--- src/rtl/ahb_lite_sram_slave_if.sv ---
// AHB-Lite signal bundle between one matrix slave port and the SRAM slave.
interface ahb_lite_sram_slave_if;
    logic        HSEL;
    logic [31:0] HADDR;
    logic [1:0]  HTRANS;
    logic        HWRITE;
    logic [2:0]  HSIZE;
    logic [31:0] HWDATA;
    logic        HREADY;
    logic [31:0] HRDATA;
    logic        HREADYOUT;
    logic        HRESP;

    modport slave (
        input  HSEL, HADDR, HTRANS, HWRITE, HSIZE, HWDATA, HREADY,
        output HRDATA, HREADYOUT, HRESP
    );

    modport master (
        output HSEL, HADDR, HTRANS, HWRITE, HSIZE, HWDATA, HREADY,
        input  HRDATA, HREADYOUT, HRESP
    );
endinterface

--- src/rtl/ahb_lite_sram_slave.sv ---
// AHB-Lite slave front-end for a single-port synchronous SRAM with 1-cycle read latency,
// byte/half/word access, two-cycle ERROR response and programmable read wait states.
module ahb_lite_sram_slave #(
    parameter int ADDR_WIDTH  = 14,
    parameter int WAIT_STATES = 0
) (
    input  logic                  HCLK,
    input  logic                  HRESETn,
    ahb_lite_sram_slave_if.slave  ahb,
    output logic                  sram_cs,
    output logic                  sram_we,
    output logic [3:0]            sram_be,
    output logic [ADDR_WIDTH-1:0] sram_addr,
    output logic [31:0]           sram_wdata,
    input  logic [31:0]           sram_rdata
);
    typedef enum logic [2:0] {
        S_IDLE     = 3'd0,
        S_WR       = 3'd1,
        S_RD       = 3'd2,
        S_RD_DEFER = 3'd3,
        S_ERR1     = 3'd4,
        S_ERR2     = 3'd5
    } state_e;

    localparam logic [3:0] WAIT_LIM = 4'(WAIT_STATES);

    function automatic logic size_err(input logic [2:0] size, input logic [1:0] lsb);
        size_err = (size > 3'd2) || ((size == 3'd1) && lsb[0]) || ((size == 3'd2) && (lsb != 2'd0));
    endfunction

    function automatic logic [3:0] lane_mask(input logic [2:0] size, input logic [1:0] lsb);
        case (size)
            3'd0:    lane_mask = 4'b0001 << lsb;
            3'd1:    lane_mask = lsb[1] ? 4'b1100 : 4'b0011;
            default: lane_mask = 4'b1111;
        endcase
    endfunction

    state_e                  state_q, state_d, ap_state_s;
    logic [ADDR_WIDTH-1:0]   addr_q, addr_d, haddr_word_s, addr_s;
    logic [3:0]              be_q, be_d, be_s;
    logic [3:0]              cnt_q, cnt_d;
    logic                    accept_s, err_s, rd_issue_s;
    logic                    hreadyout_s, hresp_s, cs_s, we_s;
    logic [31:0]             hrdata_s, wdata_s;
    logic                    unused_s;

    // Gating with HRESETn keeps the combinational read issue quiet while reset is held.
    assign accept_s     = ahb.HSEL & ahb.HTRANS[1] & ahb.HREADY & HRESETn;
    assign err_s        = size_err(ahb.HSIZE, ahb.HADDR[1:0]);
    assign haddr_word_s = ahb.HADDR[ADDR_WIDTH+1:2];
    assign rd_issue_s   = accept_s & ~err_s & ~ahb.HWRITE;
    assign ap_state_s   = !accept_s ? S_IDLE : (err_s ? S_ERR1 : (ahb.HWRITE ? S_WR : S_RD));
    assign unused_s     = ^{ahb.HADDR[31:ADDR_WIDTH+2], ahb.HTRANS[0]};

    // State, latched address/byte lanes and wait counter.
    always_ff @(posedge HCLK or negedge HRESETn) begin
        if (!HRESETn) begin
            state_q <= S_IDLE;
            addr_q  <= '0;
            be_q    <= 4'h0;
            cnt_q   <= 4'h0;
        end else begin
            state_q <= state_d;
            addr_q  <= addr_d;
            be_q    <= be_d;
            cnt_q   <= cnt_d;
        end
    end

    // Next state and bus/SRAM outputs.
    always_comb begin
        state_d     = state_q;
        addr_d      = addr_q;
        be_d        = be_q;
        cnt_d       = cnt_q;
        hreadyout_s = 1'b1;
        hresp_s     = 1'b0;
        hrdata_s    = 32'h0;
        cs_s        = 1'b0;
        we_s        = 1'b0;
        be_s        = 4'h0;
        addr_s      = addr_q;
        wdata_s     = 32'h0;
        case (state_q)
            S_IDLE, S_ERR2: begin
                hresp_s = (state_q == S_ERR2);
                state_d = ap_state_s;
                cnt_d   = 4'h0;
                addr_d  = accept_s ? haddr_word_s : addr_q;
                be_d    = accept_s ? lane_mask(ahb.HSIZE, ahb.HADDR[1:0]) : be_q;
                cs_s    = rd_issue_s;
                addr_s  = rd_issue_s ? haddr_word_s : addr_q;
            end
            S_WR: begin
                cs_s    = 1'b1;
                we_s    = 1'b1;
                be_s    = be_q;
                wdata_s = ahb.HWDATA;
                cnt_d   = 4'h0;
                addr_d  = accept_s ? haddr_word_s : addr_q;
                be_d    = accept_s ? lane_mask(ahb.HSIZE, ahb.HADDR[1:0]) : be_q;
                // A read right behind a write must wait: the port is busy with the write now.
                if (!accept_s) begin
                    state_d = S_IDLE;
                end else if (err_s) begin
                    state_d = S_ERR1;
                end else begin
                    state_d = ahb.HWRITE ? S_WR : S_RD_DEFER;
                end
            end
            S_RD_DEFER: begin
                hreadyout_s = 1'b0;
                cs_s        = 1'b1;
                cnt_d       = 4'h0;
                state_d     = S_RD;
            end
            S_RD: begin
                hrdata_s = sram_rdata;
                if (cnt_q != WAIT_LIM) begin
                    hreadyout_s = 1'b0;
                    cs_s        = 1'b1;
                    cnt_d       = cnt_q + 4'd1;
                end else begin
                    state_d = ap_state_s;
                    cnt_d   = 4'h0;
                    addr_d  = accept_s ? haddr_word_s : addr_q;
                    be_d    = accept_s ? lane_mask(ahb.HSIZE, ahb.HADDR[1:0]) : be_q;
                    cs_s    = rd_issue_s;
                    addr_s  = rd_issue_s ? haddr_word_s : addr_q;
                end
            end
            S_ERR1: begin
                hreadyout_s = 1'b0;
                hresp_s     = 1'b1;
                state_d     = S_ERR2;
            end
            default: begin
                state_d = S_IDLE;
            end
        endcase
    end

    assign ahb.HREADYOUT = hreadyout_s;
    assign ahb.HRESP     = hresp_s;
    assign ahb.HRDATA    = hrdata_s;
    assign sram_cs       = cs_s;
    assign sram_we       = we_s;
    assign sram_be       = be_s;
    assign sram_addr     = addr_s;
    assign sram_wdata    = wdata_s;
endmodule

--- src/flat_wrapper.sv ---
// flat-port wrapper written by rule: the top's interface ports become plain ports
module ahb_lite_sram_slave_flat 
#(
    parameter int ADDR_WIDTH  = 14,
    parameter int WAIT_STATES = 0
)
  (HCLK, HRESETn, sram_cs, sram_we, sram_be, sram_addr, sram_wdata, sram_rdata, ahb_HSEL, ahb_HADDR, ahb_HTRANS, ahb_HWRITE, ahb_HSIZE, ahb_HWDATA, ahb_HREADY, ahb_HRDATA, ahb_HREADYOUT, ahb_HRESP);
  ahb_lite_sram_slave_if ahb_i ();
  input  logic HCLK;
  input  logic HRESETn;
  output logic sram_cs;
  output logic sram_we;
  output logic [3:0] sram_be;
  output logic [ADDR_WIDTH-1:0] sram_addr;
  output logic [31:0] sram_wdata;
  input  logic [31:0] sram_rdata;
  input wire logic [$bits(ahb_i.HSEL)-1:0] ahb_HSEL;
  input wire logic [$bits(ahb_i.HADDR)-1:0] ahb_HADDR;
  input wire logic [$bits(ahb_i.HTRANS)-1:0] ahb_HTRANS;
  input wire logic [$bits(ahb_i.HWRITE)-1:0] ahb_HWRITE;
  input wire logic [$bits(ahb_i.HSIZE)-1:0] ahb_HSIZE;
  input wire logic [$bits(ahb_i.HWDATA)-1:0] ahb_HWDATA;
  input wire logic [$bits(ahb_i.HREADY)-1:0] ahb_HREADY;
  output wire logic [$bits(ahb_i.HRDATA)-1:0] ahb_HRDATA;
  output wire logic [$bits(ahb_i.HREADYOUT)-1:0] ahb_HREADYOUT;
  output wire logic [$bits(ahb_i.HRESP)-1:0] ahb_HRESP;
  assign ahb_i.HSEL = ahb_HSEL;
  assign ahb_i.HADDR = ahb_HADDR;
  assign ahb_i.HTRANS = ahb_HTRANS;
  assign ahb_i.HWRITE = ahb_HWRITE;
  assign ahb_i.HSIZE = ahb_HSIZE;
  assign ahb_i.HWDATA = ahb_HWDATA;
  assign ahb_i.HREADY = ahb_HREADY;
  assign ahb_HRDATA = ahb_i.HRDATA;
  assign ahb_HREADYOUT = ahb_i.HREADYOUT;
  assign ahb_HRESP = ahb_i.HRESP;
  ahb_lite_sram_slave #(.ADDR_WIDTH(ADDR_WIDTH), .WAIT_STATES(WAIT_STATES)) u_core (.HCLK(HCLK), .HRESETn(HRESETn), .ahb(ahb_i), .sram_cs(sram_cs), .sram_we(sram_we), .sram_be(sram_be), .sram_addr(sram_addr), .sram_wdata(sram_wdata), .sram_rdata(sram_rdata));
endmodule
--- config.mk ---
export PLATFORM = sky130hd
export DESIGN_NAME = ahb_lite_sram_slave_flat
export DESIGN_NICKNAME = d
export VERILOG_FILES = /design/src/rtl/ahb_lite_sram_slave_if.sv /design/src/rtl/ahb_lite_sram_slave.sv /design/src/flat_wrapper.sv
export SDC_FILE = /design/constraint.sdc
export NUM_CORES = 1
export LEC_CHECK = 0
export CAP_MARGIN = 20
export CORE_MARGIN = 2
export CORE_UTILIZATION = 32
export CTS_CLUSTER_SIZE = 24
export DETAILED_ROUTE_END_ITERATION = 8
export GPL_TIMING_DRIVEN = 1
export PLACE_DENSITY = 0.95
export SLEW_MARGIN = 20
export SYNTH_ARGS = -nofsm -noshare
export SYNTH_HDL_FRONTEND = slang
export SYNTH_SLANG_ARGS = --single-unit
--- constraint.sdc ---
create_clock -name HCLK -period 4.4 [get_ports HCLK]
set_input_delay 1.32 -clock HCLK [delete_from_list [all_inputs] [get_ports HCLK]]
set_output_delay 1.32 -clock HCLK [all_outputs]
set_load 0.01 [all_outputs]
* Word level (Yosys, flattened, before mapping) *
Cells that the tools add are included.

word-level totals
  word-level logic and storage cells = 68
  bits in registers = 25

operators by class
  multiplexer cells = 30
  magnitude comparators = 1
  eq/ne operators = 8
  bitwise gates (word level) = 7
  add/sub/neg operators = 1
  reductions and logical operators = 16
  shift-type cells = 1

operators with widths
  kind                   count
  $mux W32               2
  $mux W14               4
  $pmux W14 S2           2
  $pmux W4 S2            3
  $mux W4                5
  $mux W3                5
  $pmux W3 S5            1
  $eq A3 B2 Y1 const B   3
  $eq A3 B1 Y1 const B   2
  $eq A3 B3 Y1 const B   2
  $logic_not A3 Y1       2
  $reduce_bool A2 Y1     3
  $reduce_or A2 Y1       3
  $and A1 B1 Y1          5
  $add A4 B1 Y4 const B  1
  $mux W2                2
  $pmux W1 S2            2
  $reduce_bool A4 Y1     1
  $reduce_or A4 Y1       1
  $shl A1 B2 Y4 const A  1
  $gt A3 B2 Y1 const B   1
  $mux W1                3
  $pmux W1 S3            1
  $reduce_or A3 Y1       1
  other kinds (5)        8

* Depth between registers and ports, before layout *
  depth after elaboration = 10
  gate-level depth with buffers = 8
  mapped depth without buffers = 6

* Worst setup path before layout *
Ideal clock, no wire load.

  kind = input port to output port
  start point = input port ahb_HSIZE[2]
  end point = output port sram_addr[12]
  setup slack = 0.639 ns
  data required time = 3.080 ns
  cell stages on the path = 5
  arrival = 2.441 ns
  cell sequence = nor4_1 o211a_1 o21ai_2 buf_6 mux2_4

on the way
  word-level cells in the longest chain between the ends = 10
  elaborated cells on any way between the ends = 13
  those cells by class = 1 x order compare; 2 x eq/ne; 3 x mux; 3 x bitwise; 4 x reduce/logical

ends and longest elaborated chain
  element                                                               RTL line                                               RTL
  from (decl)                                                           flat_wrapper.sv:21                                     input wire logic [$bits(ahb_i.HSIZE)-1:0] ahb_HSIZE;
  parallel branches: the longest is 3 deep, another holds $gt A3 B2 Y1  -
  $logic_or A1 B1 Y1 *                                                  ahb_lite_sram_slave.sv:29                              size_err = (size > 3'd2) || ((size == 3'd1) && lsb[0]) || ((size == 3'd2) && (lsb != 2'd0));
  $not A1 Y1 *                                                          ahb_lite_sram_slave.sv:53                              assign rd_issue_s = accept_s & ~err_s & ~ahb.HWRITE;
  $and A1 B1 Y1 * (2 in series)                                         ahb_lite_sram_slave.sv:53
  $mux W14 *                                                            ahb_lite_sram_slave.sv:94, ahb_lite_sram_slave.sv:131
  $mux W14                                                              ahb_lite_sram_slave.sv:121                             if (cnt_q != WAIT_LIM) begin
  $pmux W14 S2 *                                                        ahb_lite_sram_slave.sv:86                              case (state_q)
  to (decl)                                                             flat_wrapper.sv:14                                     output logic [ADDR_WIDTH-1:0] sram_addr;

Mark *: on every way between the ends.

* Worst setup path after layout *
  start point = input port ahb_HSIZE[1]
  end point = output port sram_addr[8]

Same word-level chain as after synthesis.

==> results.sh <==
export IMPL_status="complete, no violations"
export IMPL_r2r_end="u_core.addr_q[9]"
export IMPL_maxSlewHeadroom_pct=30.5
export IMPL_area_growth_pct=101
export IMPL_nets=495
export IMPL_holdCritPathClass="flop to flop"
export IMPL_ys_types=36
export IMPL_arrival_ps=3040
export IMPL_design_power_total_mw=1.32
export IMPL_start_util_pct=32.9
export IMPL_whs_ps=481
export IMPL_worstPathCellList="clkdlybuf4s50_1 -> a211oi_2 -> o211a_1 -> o21ai_2 -> buf_12 -> mux2_2 -> dlygate4sd2_1"
export IMPL_cts_tree="yes"
export IMPL_r2r_start="u_core.state_q[2]"
export IMPL_gp_congestion=0.789
export IMPL_initialDrtViolationCount=88
export IMPL_crit_type="input pin to output port"
export IMPL_cts_root_buf="clkbuf_8"
export IMPL_worstPathRequired_ps=3080
export IMPL_final_cell_mix="clkdlybuf4s50_1, and2_1, dfrtp_1"
export IMPL_clock_fmax_mhz=229
export IMPL_vias_per_cell=4.57
export IMPL_vias=2113
export IMPL_crit_start="ahb_HSIZE[1]"
export IMPL_drc=0
export IMPL_ff2ff_path_depth=4
export IMPL_clockBufferDepth=2
export IMPL_r2r_slack_ps=1990
export IMPL_ctsHtreeMaxLevel=1
export IMPL_crit_fanout=10
export IMPL_die_w_um=82.1
export IMPL_syn_nets=311
export IMPL_core_area_mm2=0.00592
export IMPL_cts_hold_buf=0
export IMPL_timing_final_crit_share_pct=99.1
export IMPL_grt_pass1_wl_um=9580
export IMPL_final_common_cell="clkdlybuf4s50_1"
export IMPL_critPathLaunchType="input pin"
export IMPL_setup_viol=0
export IMPL_ir_drop_mv=0.230
export IMPL_dr_pass1_iters=4
export IMPL_die_h_um=82.1
export IMPL_slowest_delay_ps=500
export IMPL_rows=28
export IMPL_dieArea_mm2=0.00674
export IMPL_skew_ps=6.86
export IMPL_setup_tns_ps=0
export IMPL_clkTransAtPathRegs_ps=90
export IMPL_post_route_min_period_ps=4360
export IMPL_drv_cap=0
export IMPL_worst_slew_pin_slew_ps=1040
export IMPL_finalHoldViolCount=0
export IMPL_ant_nets=0
export IMPL_critical_path_endpoint_type="output port"
export IMPL_post_route_cells_drive_above_1_share_pct=15.5
export IMPL_hold_start="u_core.cnt_q[3]"
export IMPL_grt_pass1_vias=1963
export IMPL_hold_end="u_core.cnt_q[3]"
export IMPL_netlist_area_mm2=0.00195
export IMPL_whs_path_depth=1
export IMPL_syn_area_per_cell_um2=9.61
export IMPL_hpwlAfterDp_um=5300
export IMPL_cts_sinks=25
export IMPL_ys_ff_latch=25
export IMPL_antenna_found_initial=1
export IMPL_port_buffers=174
export IMPL_yosysSeqAreaShare_pct=32.1
export IMPL_p_per_area_mw_per_mm2=336
export IMPL_gr_total_overflow=0
export IMPL_post_drt_wl_per_cell_um=14.6
export IMPL_p_leak_nw=1.77
export IMPL_drv_slew=0
export IMPL_wl_um=6720
export IMPL_postSynthCellCount=203
export IMPL_pre_cts_slack_ps=-386
export IMPL_grt_max_degree=38
export IMPL_io_pins=192
export IMPL_synth_warning_count=0
export IMPL_grt_total_usage_pct=18.1
export IMPL_cts_made_buffers=3
export IMPL_clk_latency_ps=270
export IMPL_slowest_stage="clkdlybuf4s50_1"
export IMPL_setup_ws_ps=41.5
per-layer routing:
layer / track usage [%] / vias to the layer above / part of all wire, %
met4: 2.33 / 0 / 0.79
met1: 20.9 / 983 / 37
met3: 4.84 / 6 / 8.6
met5: 0 / - / 0
li1: - / 1045 / -
met2: 33.8 / 79 / 54
timing repair:
item	in CTS	in global routing
setup buffers	9	1
gates resized for setup	21	5
gates cloned	0	0
pin swaps	3	1
endpoints found under the hold margin	0	0
setup endpoints to repair	15	14
cell usage after synthesis, drive strengths merged:
cell type | n | area [um^2]
ha | 2 | 25.0
o2bb2ai | 1 | 8.76
mux2 | 31 | 428
nor2 | 9 | 33.8
nand3b | 1 | 7.51
a21boi | 2 | 15.0
o211a | 1 | 10.0
a211o | 1 | 8.76
xor2 | 1 | 8.76
and3 | 1 | 7.51
buf | 4 | 38.8
nand2 | 6 | 22.5
o21ai | 11 | 58.8
nand4 | 1 | 6.26
nor3b | 1 | 7.51
clkbuf | 9 | 35.0
nor4 | 1 | 6.26
and2 | 69 | 432
nor2b | 2 | 12.5
inv | 3 | 11.3
a21o | 2 | 15.0
nand2b | 4 | 25.0
dfrtp | 25 | 626
nand3 | 2 | 10.0
a21oi | 4 | 20.0
a211oi | 2 | 15.0
nor3 | 1 | 10.0
or3 | 1 | 6.26
and4 | 1 | 8.76
or3b | 1 | 8.76
o31ai | 1 | 7.51
o21a | 2 | 15.0
how the worst max path moves through the flow:
stage,depth (start not counted),endpoint
after detailed placement,7,sram_addr[12]
after CTS,7,sram_addr[12]
after global placement,7,sram_addr[6]
after global routing,7,sram_addr[7]
final,7,sram_addr[8]
after floorplan,5,sram_addr[12]
cell type report:
| class | instances | area [um^2] |
|---|---|---|
| timing repair buffer | 192 | 1880 |
| fill | 468 | 2010 |
| antenna | 1 | 2.50 |
| tap | 75 | 93.8 |
| clock buffer | 4 | 45.0 |
| inverter | 3 | 11.3 |
| sequential | 25 | 626 |
| multi-input combinational | 162 | 1260 |
power breakdown:
part           total, mW  internal (mW)  switching, mW
combinational      0.797          0.502          0.295
clock              0.139         0.0648         0.0741
sequential         0.381          0.309         0.0716
metrics by stage:
step                      instances  instance area (um^2)  utilization [%]
after detailed placement        447                  3790             64.1
after CTS                       460                  3890             65.7
final                           462                  3920             66.1
after floorplan                 203                  1950                -
after global routing            462                  3920             66.1
after global placement          447                  3790             64.1
flip-flops by register name (all words and copies together) (netlist names):
name	count
u_core.be_q	4
u_core.addr_q	14
u_core.state_q	3
u_core.cnt_q	4
worst max-delay path: cells and delay by family:
kind / cells / cell delay, ps
AOI/OAI and AO/OA: 3 / 420
buffers and inverters: 3 / 950
muxes: 1 / 340
kinds of logic after synthesis:
family | share of synthesized area (%)
and+or+nand+nor | 31.0
muxes | 21.9
AOI/OAI and AO/OA | 8.92
DFF | 32.1
buffers and inverters | 4.36
adders and majority gates | 1.28
xor gates and xnor gates | 0.449
Note: power is estimated with default switching activity, not from simulation.
